### config.mk
export PLATFORM = sky130hd
export DESIGN_NAME = div_ctrl
export DESIGN_NICKNAME = d
export VERILOG_FILES = /design/src/rtl/div_ctrl.sv
export SDC_FILE = /design/constraint.sdc
export NUM_CORES = 1
export LEC_CHECK = 0
export ABC_CLOCK_PERIOD_IN_PS = 8300
export BUFFER_PORTS_ARGS = -buffer_cell sky130_fd_sc_hd__buf_2
export CAP_MARGIN = 20
export CORE_MARGIN = 8
export CORE_UTILIZATION = 25
export DETAILED_ROUTE_END_ITERATION = 8
export PLACE_DENSITY = 0.5
export SETUP_SLACK_MARGIN = 0.05
export SLEW_MARGIN = 20
export SYNTH_ARGS = -nofsm -noshare
export SYNTH_HDL_FRONTEND = slang
export SYNTH_SLANG_ARGS = --single-unit
### constraint.sdc
create_clock -name clk -period 8.3 [get_ports clk]
set_clock_uncertainty 0.2 [all_clocks]
set_input_delay 1.245 -clock clk [delete_from_list [all_inputs] [get_ports clk]]
set_output_delay 1.245 -clock clk [all_outputs]
set_load 0.01 [all_outputs]
### src/rtl/div_ctrl.sv
// div_ctrl -- multi-cycle 32-bit integer divider controller for the EX stage.
//
// Purpose:
//   Accepts a division request, runs one restoring radix-2 step per clock on
//   the operand magnitudes, applies the sign correction and presents
//   {remainder, quotient} until the requester drops start_i. The request can
//   be cancelled at any time with annul_i.
//
// Ports:
//   clk         in   1   clock, rising edge
//   rst         in   1   asynchronous active-high reset
//   signed_i    in   1   1 = signed division, 0 = unsigned
//   dividend_i  in   32  dividend operand
//   divider_i   in   32  divisor operand
//   start_i     in   1   request, held high until success_o is seen
//   annul_i     in   1   cancel (pipeline flush / exception)
//   result_o    out  64  {remainder[63:32], quotient[31:0]}, zero unless done
//   success_o   out  1   result_o valid
//   busy_o      out  1   high whenever a request is being handled
//
// Configuration:
//   DIV_ZERO_FAST_EN  when defined, a zero divisor finishes one edge after
//                     accept with a zero result instead of running 32 steps.

module div_ctrl (
  input  logic        clk,
  input  logic        rst,
  input  logic        signed_i,
  input  logic [31:0] dividend_i,
  input  logic [31:0] divider_i,
  input  logic        start_i,
  input  logic        annul_i,
  output logic [63:0] result_o,
  output logic        success_o,
  output logic        busy_o
);

`ifdef DIV_ZERO_FAST_EN
  typedef enum logic [1:0] {FREE, DIVZERO, ON, END} state_e;
`else
  typedef enum logic [1:0] {FREE, ON, END} state_e;
`endif

  state_e      state_q;
  logic [5:0]  count_q;
  logic        signed_q;
  logic        dividendNeg_q;
  logic        dividerNeg_q;
  logic [31:0] divisor_q;
  logic [31:0] rem_q;
  logic [31:0] quo_q;
  logic [63:0] result_q;
  logic        success_q;
  logic        busy_q;

  logic [31:0] dividendMag;
  logic [31:0] dividerMag;
  logic [32:0] partialRem;
  logic [32:0] trialDiff;
  logic [31:0] rem_d;
  logic [31:0] quo_d;
  logic [31:0] remFixed;
  logic [31:0] quoFixed;
  logic        abortReq;

  // Magnitudes of the incoming operands. The most negative value maps onto
  // itself, which read as unsigned is exactly its magnitude, so no overflow
  // special case is needed for 0x80000000 / 0xFFFFFFFF.
  assign dividendMag = (signed_i && dividend_i[31]) ? (~dividend_i + 32'd1) : dividend_i;
  assign dividerMag  = (signed_i && divider_i[31])  ? (~divider_i + 32'd1)  : divider_i;

  // Leaving a busy state happens on cancel or when the requester gives up.
  assign abortReq = annul_i || !start_i;

  // One restoring step: bring the next dividend bit into the partial
  // remainder and keep the trial difference only if it did not borrow.
  // The partial remainder stays below twice the divisor, so 33 bits suffice.
  // A zero divisor never borrows, giving an all-ones quotient and the
  // dividend as remainder.
  always_comb begin
    partialRem = {rem_q, quo_q[31]};
    trialDiff  = partialRem - {1'b0, divisor_q};
    if (!trialDiff[32]) begin
      rem_d = trialDiff[31:0];
      quo_d = {quo_q[30:0], 1'b1};
    end else begin
      rem_d = partialRem[31:0];
      quo_d = {quo_q[30:0], 1'b0};
    end
    quoFixed = (signed_q && (dividendNeg_q ^ dividerNeg_q)) ? (~quo_d + 32'd1) : quo_d;
    remFixed = (signed_q && dividendNeg_q) ? (~rem_d + 32'd1) : rem_d;
  end

  // Control FSM. All outputs are registers updated alongside the state so
  // they never glitch; result_q is only non-zero while in END.
  always_ff @(posedge clk or posedge rst) begin
    if (rst) begin
      state_q       <= FREE;
      count_q       <= 6'd0;
      signed_q      <= 1'b0;
      dividendNeg_q <= 1'b0;
      dividerNeg_q  <= 1'b0;
      divisor_q     <= 32'd0;
      rem_q         <= 32'd0;
      quo_q         <= 32'd0;
      result_q      <= 64'd0;
      success_q     <= 1'b0;
      busy_q        <= 1'b0;
    end else begin
      case (state_q)
        FREE: begin
          result_q  <= 64'd0;
          success_q <= 1'b0;
          if (start_i && !annul_i) begin
            // Operands are captured once here; later input changes are
            // ignored until the next pass through FREE.
            signed_q      <= signed_i;
            dividendNeg_q <= dividend_i[31];
            dividerNeg_q  <= divider_i[31];
            divisor_q     <= dividerMag;
            rem_q         <= 32'd0;
            quo_q         <= dividendMag;
            count_q       <= 6'd0;
            busy_q        <= 1'b1;
`ifdef DIV_ZERO_FAST_EN
            state_q       <= (divider_i == 32'd0) ? DIVZERO : ON;
`else
            state_q       <= ON;
`endif
          end
        end

`ifdef DIV_ZERO_FAST_EN
        DIVZERO: begin
          if (abortReq) begin
            state_q <= FREE;
            busy_q  <= 1'b0;
          end else begin
            state_q   <= END;
            result_q  <= 64'd0;
            success_q <= 1'b1;
          end
        end
`endif

        ON: begin
          if (abortReq) begin
            state_q <= FREE;
            busy_q  <= 1'b0;
          end else begin
            rem_q   <= rem_d;
            quo_q   <= quo_d;
            count_q <= count_q + 6'd1;
            // The 32nd step's output goes straight into the sign fix so the
            // result is available 32 edges after the accepting edge.
            if (count_q == 6'd31) begin
              result_q  <= {remFixed, quoFixed};
              success_q <= 1'b1;
              state_q   <= END;
            end
          end
        end

        END: begin
          if (abortReq) begin
            state_q   <= FREE;
            result_q  <= 64'd0;
            success_q <= 1'b0;
            busy_q    <= 1'b0;
          end
        end

        default: begin
          state_q   <= FREE;
          result_q  <= 64'd0;
          success_q <= 1'b0;
          busy_q    <= 1'b0;
        end
      endcase
    end
  end

  assign result_o  = result_q;
  assign success_o = success_q;
  assign busy_o    = busy_q;

endmodule

# [Word level (Yosys, flattened, before mapping)]
# Index checks and enable logic that the tools add are counted.
[classes] muxes=30 n_addsub=6 bitwise=5 reduce_logical=16 eq_ne=9
[ops] op="32-bit two-way mux" count=9
[ops] op="64-bit two-way mux" count=3
[ops] op="32-bit by 1-bit adder with 32-bit output (second input constant)" count=4
[ops] op="32-bit inverter" count=4
[ops] op="32-bit one-hot mux with 2 select lines" count=2
[ops] op="64-bit one-hot mux with 2 select lines" count=1
[ops] op="33-bit by 32-bit subtractor with 33-bit output" count=1
[ops] op="6-bit two-way mux" count=2
[ops] op="6-bit one-hot mux with 2 select lines" count=1
[ops] op="3-bit AND reduction" count=3
[ops] op="2-bit two-way mux" count=4
[ops] op="2-bit != test (second input constant)" count=4
[ops] op="6-bit by 1-bit adder with 6-bit output (second input constant)" count=1
[ops] op="6-bit by 5-bit == test with 1-bit output (second input constant)" count=1
[ops] op="2-bit one-hot mux with 3 select lines" count=1
[ops] op="1-bit logical AND" count=5
[ops] op="1-bit two-way mux" count=5
[ops] op="1-bit one-hot mux with 2 select lines" count=2
[ops] op="2-bit AND reduction" count=2
[ops] op="3-bit != test (second input constant)" count=1
[ops] op="2-bit by 1-bit == test with 1-bit output (second input constant)" count=1
[ops] op="2-bit == test (second input constant)" count=1
[ops] op="1-bit logical NOT" count=2
[ops] op="2-bit logical NOT" count=1
[ops] op="5 further kinds" count=5
[word_totals] reg_bits=173 out_inout_bits=66 in_bits=69 word_cells=77

# [Logic depth before layout (Yosys ltp)]
[depth] ltp_word=8 mapped_depth=25 depth_no_buf=22

# [Worst setup path before layout]
# Ideal clock, no wire load.
[synth_path] path_type="register -> register" startpoint="reg quo_q[31]" endpoint="reg result_q[60] (netlist: result_o[60])" synth_period_minus_slack_ns=5.215 path_stages_with_launch=26 n_path_buf=3 setup_ns=0.131 setup_slack_ns=3.085 t_required_ns=7.969 arrival_ns=4.884 path_cell_list="dfrtp_1 -> inv_1 -> ha_1 -> inv_1 -> fa_1 -> a211oi_1 -> o211a_1 -> or4_4 -> a211oi_4 -> o21a_2 -> nor2_4 -> inv_2 -> buf_6 -> buf_2 -> buf_2 -> nor2_1 -> a21oi_1 -> ha_1 -> nand2_1 -> nor4_1 -> inv_1 -> o41ai_4 -> a21oi_1 -> o41a_1 -> xor2_1 -> o21ai_1"
[synth_via] elab_chain_len=8
[synth_rtl] item="start, declared" line_no="51" source="logic [31:0] quo_q;"
[synth_rtl] item="start signal, assigned" line_no="122" source="quo_q <= dividendMag;"
[synth_rtl] item="start signal, assigned" line_no="152" source="quo_q <= quo_d;"
[synth_rtl] item="33-bit by 32-bit subtractor with 33-bit output" line_no="82" source="trialDiff = partialRem - {1'b0, divisor_q};"
[synth_rtl] item="32-bit two-way mux *" line_no="83" source="if (!trialDiff[32]) begin"
[synth_rtl] item="32-bit inverter" line_no="91" source="remFixed = (signed_q && dividendNeg_q) ? (~rem_d + 32'd1) : rem_d;"
[synth_rtl] item="32-bit by 1-bit adder with 32-bit output" line_no="91"
[synth_rtl] item="32-bit two-way mux *" line_no="91"
[synth_rtl] item="64-bit two-way mux *" line_no="156" source="if (count_q == 6'd31) begin"
[synth_rtl] item="64-bit two-way mux *" line_no="147" source="if (abortReq) begin"
[synth_rtl] item="64-bit one-hot mux with 2 select lines *" line_no="110" source="case (state_q)"
[synth_rtl] item="end signal, assigned" line_no="157" source="result_q <= {remFixed, quoFixed};"
[synth_rtl] item="end, declared" line_no="52" source="logic [63:0] result_q;"
# Every way passes the cells marked *; elsewhere a longest branch is shown, timed or not. The select of a mux whose other input is x is not followed.
# A chain may end at the register's enable or synchronous reset.

# [Worst setup path in the final report]
# Same ends and word-level chain as after synthesis.

==> impl_metrics.yaml <==
run_status:
  status: "finished clean"
die:
  pin_count: 135
  die_x_um: 236.8
  start_util_pct: 25.10
  dieArea_um2: 56050
  placementRows: 81
  die_h_um: 236.8
  coreArea_um2: 48550
placement:
  placed_cells: 2198
  gp_congestion: 0.8817
  portBuffers: 134
  hpwl_um: 30430
pwr:
  clkPwrFrac_pct: 18.4
  ir_drop_mv: 0.1469
  pwr_density_cell_nw_per_um2: 359.3
  p_sw_share_pct: 47.27
  switchingPower_uw: 2396
  p_comb_share_pct: 53.5
  pwr-share-seq_pct: 28.1
  internal-power_uw: 2674
  power.leakage_uw: 0.006089
clock_network:
  numCtsBuffers: 17
  cts_tree: "done"
  clockBufferDepth: 2
  cts-root-buf: "clkbuf_16"
  cts_setup_buffers: 0
  clkLatencyLatePin_ns: 0.46
  path_clk_slew_ns: 0.07
  clock_sinks: 173
  postCtsResizedCells: 0
  htreeDepth: 4
  hold_buffers: 0
global_route:
  track_usage_pct: 13.79
  grt_max_degree: 85
  grt_pass1_vias: 10660
  grt-ovfl-total: 0
  grt_pass1_wl_um: 61930
  antenna_found_initial: 11
synthesis:
  yosysSeqAreaShare_pct: 35.53
  syn_inst: 1507
  ys_types: 79
  yosysWarnings: 0
  synth_nets: 1617
  ys.flop_type: "dfrtp_1"
  async_reset_ff_share_pct: 100.0
  syn_area_um2: 12180
  synth.avg_cell_area_um2: 8.084
  ys_ff_latch: 173
  synth_edf_count: 0
sta:
  fin_tns_setup_ns: 0
  tightest_slew_ns: 0.9401
  min_period_ns: 5.500
  rsz0062_at_grt: "false"
  max_freq_ghz: 0.1818
  fin_crit_sh_pct: 66.27
  slew_headroom_pct: 37.33
  timing.final.hold_violations: 0
  finalSetupViolations: 0
  slew_viol_final: 0
job:
  cap_violations: 0
worst_setup_path:
  critPathKind: "flop to flop"
  end_kind: "flop"
  path_max_fanout: 12
  startpoint_type: "flop"
  max_stage_delay_ns: 0.64
  path_cells: "inv_1 -> ha_1 -> inv_1 -> fa_1 -> a211oi_1 -> o211a_1 -> or4_4 -> a211oi_4 -> nor3_2 -> nor2_4 -> inv_2 -> mux2i_1 -> ha_1 -> nand2_1 -> nor4_1 -> inv_1 -> o41ai_4 -> a21oi_1 -> o41a_1 -> xor2_1 -> o21ai_1"
  slowest_stage: "nor3_2"
  crit_top_cell: "inv_1"
  crit_arrival_ns: 5.69
  crit_buf_inv: 4
  required_ns: 8.49
  critPathTopFamily: "compound AO/OA/AOI/OAI gates"
drt:
  vias_per_cell: 4.958
  drc: 0
  drt-initial-drc-count: 899
  wire_per_inst_um: 17.68
  ant_nets: 0
  drtPass1Iterations: 5
  dr_total_vias: 11100
  wl_um: 39570
hold_path:
  hp-class: "flop to flop"
finish:
  final_cells: 2238
  fin_nets: 1705
  syn_to_final_growth_pct: 15.83
  drive_gt1_share_pct: 13.25
routing by layer:
metal | share of wire (%) | vias to the layer above | routed length [um] | GRT usage, %
met4 | 2.1 | 8 | 824 | 4.119
met3 | 5.1 | 52 | 2023 | 3.232
met2 | 43 | 245 | 17020 | 20.38
met1 | 50 | 5247 | 19650 | 19.66
met5 | 0.12 | - | 48 | 0
li1 | - | 5545 | - | -
worst reg2reg max path, stage by stage, from the launching register on:
cell	delay (ns)
dfrtp_1	0.41
inv_1	0.08
ha_1	0.17
inv_1	0.06
fa_1	0.42
a211oi_1	0.30
o211a_1	0.24
or4_4	0.18
a211oi_4	0.08
nor3_2	0.64
nor2_4	0.05
inv_2	0.16
mux2i_1	0.31
ha_1	0.30
nand2_1	0.07
nor4_1	0.29
inv_1	0.19
o41ai_4	0.39
a21oi_1	0.17
o41a_1	0.47
xor2_1	0.15
o21ai_1	0.12
sequential cells by signal (all words and copies together), names as in the netlist:
name,cells
dividerNeg_q,1
dividendNeg_q,1
success_o,1
busy_o,1
rem_q,32
quo_q,32
result_o,64
count_q,6
divisor_q,32
state_q,2
signed_q,1
layout by cell type (no fill, tap or decap), drive strengths merged, types with 16 or more instances in the layout:
cell type / synthesis / routed
a21oi: 127 / 127
clkbuf: 62 / 18
nor2: 109 / 109
o21ai: 212 / 212
xor2: 75 / 75
a21o: 16 / 16
mux2i: 29 / 29
nor3: 30 / 30
ha: 40 / 40
nand2: 236 / 236
dfrtp: 173 / 173
inv: 56 / 61
xnor2: 59 / 59
nor4: 19 / 19
or3: 24 / 24
o31ai: 33 / 33
buf: 14 / 145
stage by stage:
stage	power, uW	setup slack [ns]	cell area, um2	util [%]	hold slack (ns)
final	5070	2.800	14110	29.07	0.2725
after global routing	5480	2.419	14110	29.06	0.2961
after CTS	5110	2.862	14090	29.03	0.2794
after global placement	4133	2.966	13420	27.65	0.2582
after floorplan	3295	2.167	12180	-	0.2493
after detailed placement	4153	2.916	13420	27.65	0.2608
cells by family after synthesis:
group | count (synthesis) | share of synthesized area (%)
flip-flops | 173 | 35.53
multiplexers | 33 | 2.752
buffers and inverters | 132 | 4.303
XOR/XNOR | 134 | 9.633
adder cells (fa/ha/maj) | 41 | 4.272
AO/OA/AOI/OAI | 484 | 24.20
AND/OR/NAND/NOR | 510 | 19.31
final timing paths:
| check | start | endpoint | slack (ns) | cells past startpoint |
|---|---|---|---|---|
| max | quo_q[31] | result_o[60] | 2.80 | 21 |
| min | success_o | success_o | 0.27 | 2 |
| max reg2reg | quo_q[31] | result_o[60] | 2.80 | 21 |
| min reg2reg | success_o | success_o | 0.27 | 2 |
| max in group asynchronous | rst | divisor_q[4] | 5.82 | 3 |
| min in group asynchronous | rst | result_o[19] | 0.67 | 2 |
power groups by stage:
stage / Sequential [uW] / Combinational, uW / Clock, uW
CTS: 1430 / 2720 / 964
finish: 1430 / 2710 / 934
global route: 1480 / 3010 / 996
global placement: 1430 / 2710 / 0
floorplan: 1420 / 1880 / 0
detailed placement: 1440 / 2710 / 0
cells in the mapped netlist (8+ instances only):
master | instances | area, um2
a211oi_1 | 8 | 60.06
a21o_1 | 16 | 120.1
a21oi_1 | 127 | 635.6
a31oi_1 | 12 | 75.07
and2_1 | 10 | 62.56
and3_1 | 10 | 62.56
buf_2 | 11 | 55.05
clkbuf_1 | 62 | 232.7
dfrtp_1 | 173 | 4329
ha_1 | 40 | 500.5
inv_1 | 55 | 206.5
mux2i_1 | 29 | 290.3
nand2_1 | 236 | 885.9
nand2b_1 | 10 | 62.56
nand3_1 | 14 | 70.07
nand4_1 | 8 | 50.05
nor2_1 | 108 | 405.4
nor3_1 | 29 | 145.1
nor4_1 | 18 | 112.6
o211ai_1 | 9 | 67.56
o21ai_0 | 208 | 1041
o31ai_1 | 30 | 225.2
o41ai_1 | 11 | 96.34
or3_1 | 24 | 150.1
or4_1 | 12 | 90.09
xnor2_1 | 59 | 516.8
xor2_1 | 75 | 656.9
final cells by class:
type / instances / area (um2)
sequential: 173 / 4329
clock buffer: 18 / 439.2
inverter: 56 / 215.2
clock inverter: 14 / 229.0
antenna: 8 / 20.02
timing repair buffer: 145 / 753.2
multi-input combinational: 1202 / 7347
fill: 5182 / 34430
tap: 622 / 778.2
Power figures use the tool's default switching activity.
